--- config.mk ---
export PLATFORM = sky130hd
export DESIGN_NAME = data_memory
export DESIGN_NICKNAME = d
export VERILOG_FILES = /design/src/rtl/mem_pkg.sv /design/src/rtl/data_memory.sv
export SDC_FILE = /design/constraint.sdc
export NUM_CORES = 2
export LEC_CHECK = 0
export BUFFER_PORTS_ARGS = -buffer_cell sky130_fd_sc_hd__buf_2
export CORE_ASPECT_RATIO = 1.1
export CORE_MARGIN = 2
export CORE_UTILIZATION = 50
export DETAILED_ROUTE_END_ITERATION = 6
export HOLD_SLACK_MARGIN = 0.02
export PLACE_DENSITY = 0.65
export SLEW_MARGIN = 20
export SYNTH_ARGS = -nofsm -noshare
export SYNTH_HDL_FRONTEND = slang
export SYNTH_SLANG_ARGS = --single-unit
--- constraint.sdc ---
create_clock -name clk -period 5.1 [get_ports clk]
set_input_delay 1.02 -clock clk [delete_from_list [all_inputs] [get_ports clk]]
set_output_delay 1.02 -clock clk [all_outputs]
set_load 0.02 [all_outputs]
--- src/rtl/mem_pkg.sv ---
`default_nettype none
// ============================================================================
//  Module      : mem_pkg
//  Description : Shared sizing constants and the byte type for the data memory
//                and anything that talks to it.
//  Revision    : 1.0 - initial release
// ============================================================================
package mem_pkg;

  localparam int DATA_W = 8;
  localparam int ADDR_W = 8;
  localparam int DEPTH  = 1 << ADDR_W;

  typedef logic [DATA_W-1:0] byte_t;

endpackage : mem_pkg
`default_nettype wire

--- src/rtl/data_memory.sv ---
`default_nettype none
// ============================================================================
//  Module      : data_memory
//  Description : Byte-addressable data memory for the single-cycle datapath.
//                Clocked write port, combinational read port. Storage is a
//                plain unpacked array (mem_core) so it can be preloaded and
//                inspected hierarchically. Reset gates the ports only; it
//                never clears the array, so preloaded operands survive.
//  Revision    : 1.0 - initial release
// ============================================================================
module data_memory #(
  parameter int DATA_W = mem_pkg::DATA_W,
  parameter int ADDR_W = mem_pkg::ADDR_W
) (
  input  logic              clk,
  input  logic              reset,
  input  logic [ADDR_W-1:0] DataAddress,
  input  logic              ReadMem,
  input  logic              WriteMem,
  input  logic [DATA_W-1:0] DataIn,
  output logic [DATA_W-1:0] DataOut
);

  localparam int DEPTH = 1 << ADDR_W;

  // Deliberately left uninitialised: power-up contents are undefined and
  // reset must not touch them.
  logic [DATA_W-1:0] mem_core [0:DEPTH-1];

  // Write port: one entry updated per edge, suppressed while reset is high.
  always_ff @(posedge clk) begin
    if (!reset && WriteMem) begin
      mem_core[DataAddress] <= DataIn;
    end
  end

  // Read port: purely combinational, forced to zero when disabled or in reset.
  always_comb begin
    DataOut = '0;
    if (ReadMem && !reset) begin
      DataOut = mem_core[DataAddress];
    end
  end

endmodule : data_memory
`default_nettype wire

* Word level (Yosys, flattened, before mapping)
Memories as Yosys holds them, arrays and structs flattened. Cells that the tools add are included.
Cells by class: add/subtract/negate cells 0, $mul 0, div/mod/pow operators 0, magnitude comparators 0, equal/unequal tests 0, shift-type cells 0, mux-type cells 3, bitwise operators 0, reductions and logical operators 3
Operators with widths (number):
- 8-bit 2-to-1 mux | 1
- 1-bit logical AND | 2
- 1-bit 2-to-1 mux | 2
- 1-bit logical NOT | 1
Storage, ports and cells: bits in registers 0, latch bits 0, RAM bits 2048, bits in read-only memories 0, input port bits 20, memories 1
Memory list:
- mem_core | words 256, bits a word 8, read ports 1, clocked after memory_dff 0, write ports 1, RTL line data_memory.sv:28 | logic [DATA_W-1:0] mem_core [0:DEPTH-1];

* Depth between registers and ports, before layout
depth in word-level cells 4, depth in mapped cells 12, depth with buffers taken out 7

* Worst setup path after synthesis
No wires, ideal clock.
path kind input -> output, start point input DataAddress[0], end point output DataOut[5], data arrival time 3.004 ns, setup slack 1.076 ns, stages 11, cell sequence buf_6 -> buf_12 -> buf_12 -> buf_12 -> buf_12 -> mux2i_1 -> a221oi_2 -> o21ai_1 -> a311oi_1 -> nor3_1 -> nor3b_1
Between the ends: word-level cells in the longest chain between the ends 2
RTL lines:
- from (decl) | RTL line data_memory.sv:17 | input logic [ADDR_W-1:0] DataAddress,
- memory 256 x 8 bit
- 8-bit 2-to-1 mux | RTL line data_memory.sv:40 | if (ReadMem && !reset) begin
- to (decl) | RTL line data_memory.sv:21 | output logic [DATA_W-1:0] DataOut
Every way passes these cells.

* Final worst setup path
start point input DataAddress[2], end point output DataOut[2]
The elaborated chain is that of the path after synthesis.

==> impl_metrics.py <==
metrics = {
    "setup_path": {
        "cp-end-kind": "primary output",
        "crit_type": "input pin to primary output",
        "critical_path_required_ns": 4.08,
        "worstPathArrival_ns": 4.11,
        "crit_path_start": "DataAddress[2]",
        "worst-path-max-fanout": 20,
        "critPathLaunchType": "input pin",
    },
    "drt": {
        "top_layer_used": "met5",
        "dr.pass1.iters": 6,
        "dr_wl_met3_mm": 15.7,
        "ant_nets": 0,
        "route.detailed.drc": 0,
        "m1WireLength_mm": 80.0,
        "avgViaCountPerCell": 6.27,
        "wl_mm": 196,
        "wl_met2_mm": 95.4,
        "wl_per_cell_um": 30.9,
        "vias": 39800,
        "drt-initial-drc-count": 4680,
    },
    "synthesis": {
        "synth_cells": 3847,
        "yosys_warnings": 0,
        "ys.flop_type": "edfxtp_1",
        "syn-cell-area_mm2": 0.0800,
        "ys_ff_latch": 2048,
        "avgSynthCellArea_um2": 20.8,
        "synth_nets": 3867,
        "synth_edf_count": 2048,
        "synth.distinct_cells": 58,
        "yosysSeqAreaShare": 0.769,
        "async_reset_ff_frac": 0,
    },
    "final_layout": {
        "nNetsFinal": 4124,
        "largest-register": "mem_core",
        "syn2layout_area_growth_pct": 12.3,
        "largest_reg_flops": 2048,
        "antennaDiodeCount": 0,
        "reg_top3": "mem_core x2048",
        "fin_area_mm2": 0.0899,
        "nFillCells": 11800,
        "drive_gt1_frac": 0.229,
        "fin_util": 0.567,
    },
    "clocking": {
        "cts_setup_buffers": 0,
        "cts_tree": "built",
        "cts_buffers": 195,
        "cts.sinks": 2048,
        "clkSlewWorstSetupHoldPaths_ns": 0.06,
        "cts.path.max_buffers": 3,
        "root_buffer": "clkbuf_16",
        "htreeDepth": 4,
    },
    "sta": {
        "slew_viol_final": 0,
        "tightest_slew_ns": 1.20,
        "setup_viol": 2,
        "timing.fmax_mhz": 195,
        "post-route-period-util": 1.01,
        "fin_crit_ns": 5.13,
        "hold_violations": 0,
        "rsz0062_at_grt": "no",
        "setup_ws_ns": -0.0287,
        "slew_headroom": 0.199,
    },
    "pwr": {
        "p_per_area_mw_per_mm2": 380,
        "power.leakage_nw": 28.5,
        "vdd_drop_max_mv": 0.372,
    },
    "min_path": {
        "hold_start": "DataIn[5]",
        "min_to": "mem_core[52][5]$_DFFE_PP_",
        "hp-class": "input pin to register",
        "holdPathStages": 1,
    },
    "run_status": {
        "violations": "negative setup slack",
        "outcome": "finished, violations left",
    },
    "grt": {
        "antenna_found_initial": 4,
        "grt_pass1_wl_mm": 281,
        "grt_max_degree": 133,
        "grt_pass1_vias": 39500,
        "grt.overflow.total": 0,
        "grtUsageTotal": 0.241,
    },
    "place": {
        "gp_congestion": 0.858,
        "placed_cell_area_mm2": 0.0837,
        "place_hpwl_mm": 121,
        "port_buffers": 27,
    },
    "floorplan": {
        "pin_count": 28,
        "die_h_um": 424,
        "start_util": 0.505,
        "core_mm2": 0.159,
        "die_w_um": 385,
        "die_area_mm2": 0.163,
        "row_count": 153,
    },
    "job": {
        "cap_violations": 0,
    },
}
[Yosys cell counts, types with 19 or more instances]
cell	count	share of area
nand2_1	72	0.0034
a21oi_1	48	0.0030
a22o_1	41	0.0045
nand3_1	44	0.0028
mux4_2	373	0.11
o22ai_1	38	0.0030
a22oi_1	84	0.0079
nand4_1	25	0.0020
and3_1	19	0.0015
buf_6	24	0.0034
o21ai_0	30	0.0019
a221oi_1	47	0.0051
mux2i_1	259	0.032
edfxtp_1	2048	0.77
o211ai_1	23	0.0022
buf_4	22	0.0021
clkbuf_1	76	0.0036
buf_8	20	0.0038
buf_2	57	0.0036
nor2_1	283	0.013
[report_power, final]
group,internal [mW],switching (mW)
combinational,0.634,1.12
sequential,18.5,0.00425
clock,7.71,6.16
total,26.9,7.28
[worst max-delay path by stage]
stage	endpoint	slack (ns)	depth (start not counted)
CTS	DataOut[1]	0.02	13
detailed placement	DataOut[5]	-0.27	11
global placement	DataOut[5]	-0.21	11
finish	DataOut[2]	-0.03	10
floorplan	DataOut[5]	1.08	11
global route	DataOut[6]	0.009	11
[layer usage]
metal / global-route usage / vias to the layer above
met5: 0 / -
met4: 0.0669 / 4
met3: 0.0448 / 271
met2: 0.381 / 1717
met1: 0.347 / 21200
li1: - / 16600
[cell families after synthesis]
| family | Yosys count | share of synthesized area |
|---|---|---|
| buffers and inverters | 234 | 0.0214 |
| AOI/OAI and AO/OA | 390 | 0.0360 |
| DFF | 2048 | 0.769 |
| and+or+nand+nor | 509 | 0.0286 |
| muxes | 666 | 0.145 |
[what timing repair did]
item | 4_1_cts | 5_1_grt
endpoints found under the setup margin | 6 | 8
gates resized for setup | 6 | 12
hold buffers | 0 | 0
gates cloned | 0 | 0
[critical path, stage by stage]
cell	delay, ns
buf_4	0.28
buf_4	0.30
and2_1	0.34
buf_4	0.35
a221oi_1	0.14
buf_4	0.18
o22ai_1	0.46
a21oi_1	0.19
a32oi_1	0.50
buf_2	0.27
[per-stage QoR]
step,hold WS [ns],setup slack (ns),power (mW),TNS [ns],instances
after floorplan,1.12,1.08,19.8,0,3847
after global placement,1.46,-0.212,20.6,-0.409,5999
after detailed placement,1.47,-0.268,20.6,-0.388,5999
after CTS,0.594,0.0229,34.3,0,6349
after global routing,0.608,0.00850,35.0,0,6349
final,0.625,-0.0287,34.2,-0.0452,6349
[area by class of cell]
type                            instances  area [µm²]  share of cell area
Multi-Input combinational cell       1565       16900               0.188
Clock buffer                          240        5050              0.0562
Tap cell                             2092        2620              0.0291
Inverter                                3        11.3            0.000125
Clock inverter                        110         992              0.0110
Sequential cell                      2048       61500               0.684
Timing Repair Buffer                  291        2820              0.0314
[cell usage in the layout (no fill, tap or decap), types with 16 or more instances in the layout]
cell type and count:
edfxtp_1 2048, mux4_2 373, nor2_1 283, mux2i_1 259, buf_4 219, clkbuf_16 195, a22oi_1 84, nand2_1 67
a21oi_1 47, a221oi_1 47, clkinv_1 47, clkbuf_1 45, nand3_1 44, buf_12 43, a22o_1 41, o22ai_1 37
o21ai_0 30, clkinv_2 29, nand4_1 25, o211ai_1 23, and3_1 19, mux2_2 18, mux4_1 16
Note: power is estimated with default switching activity, not from simulation.
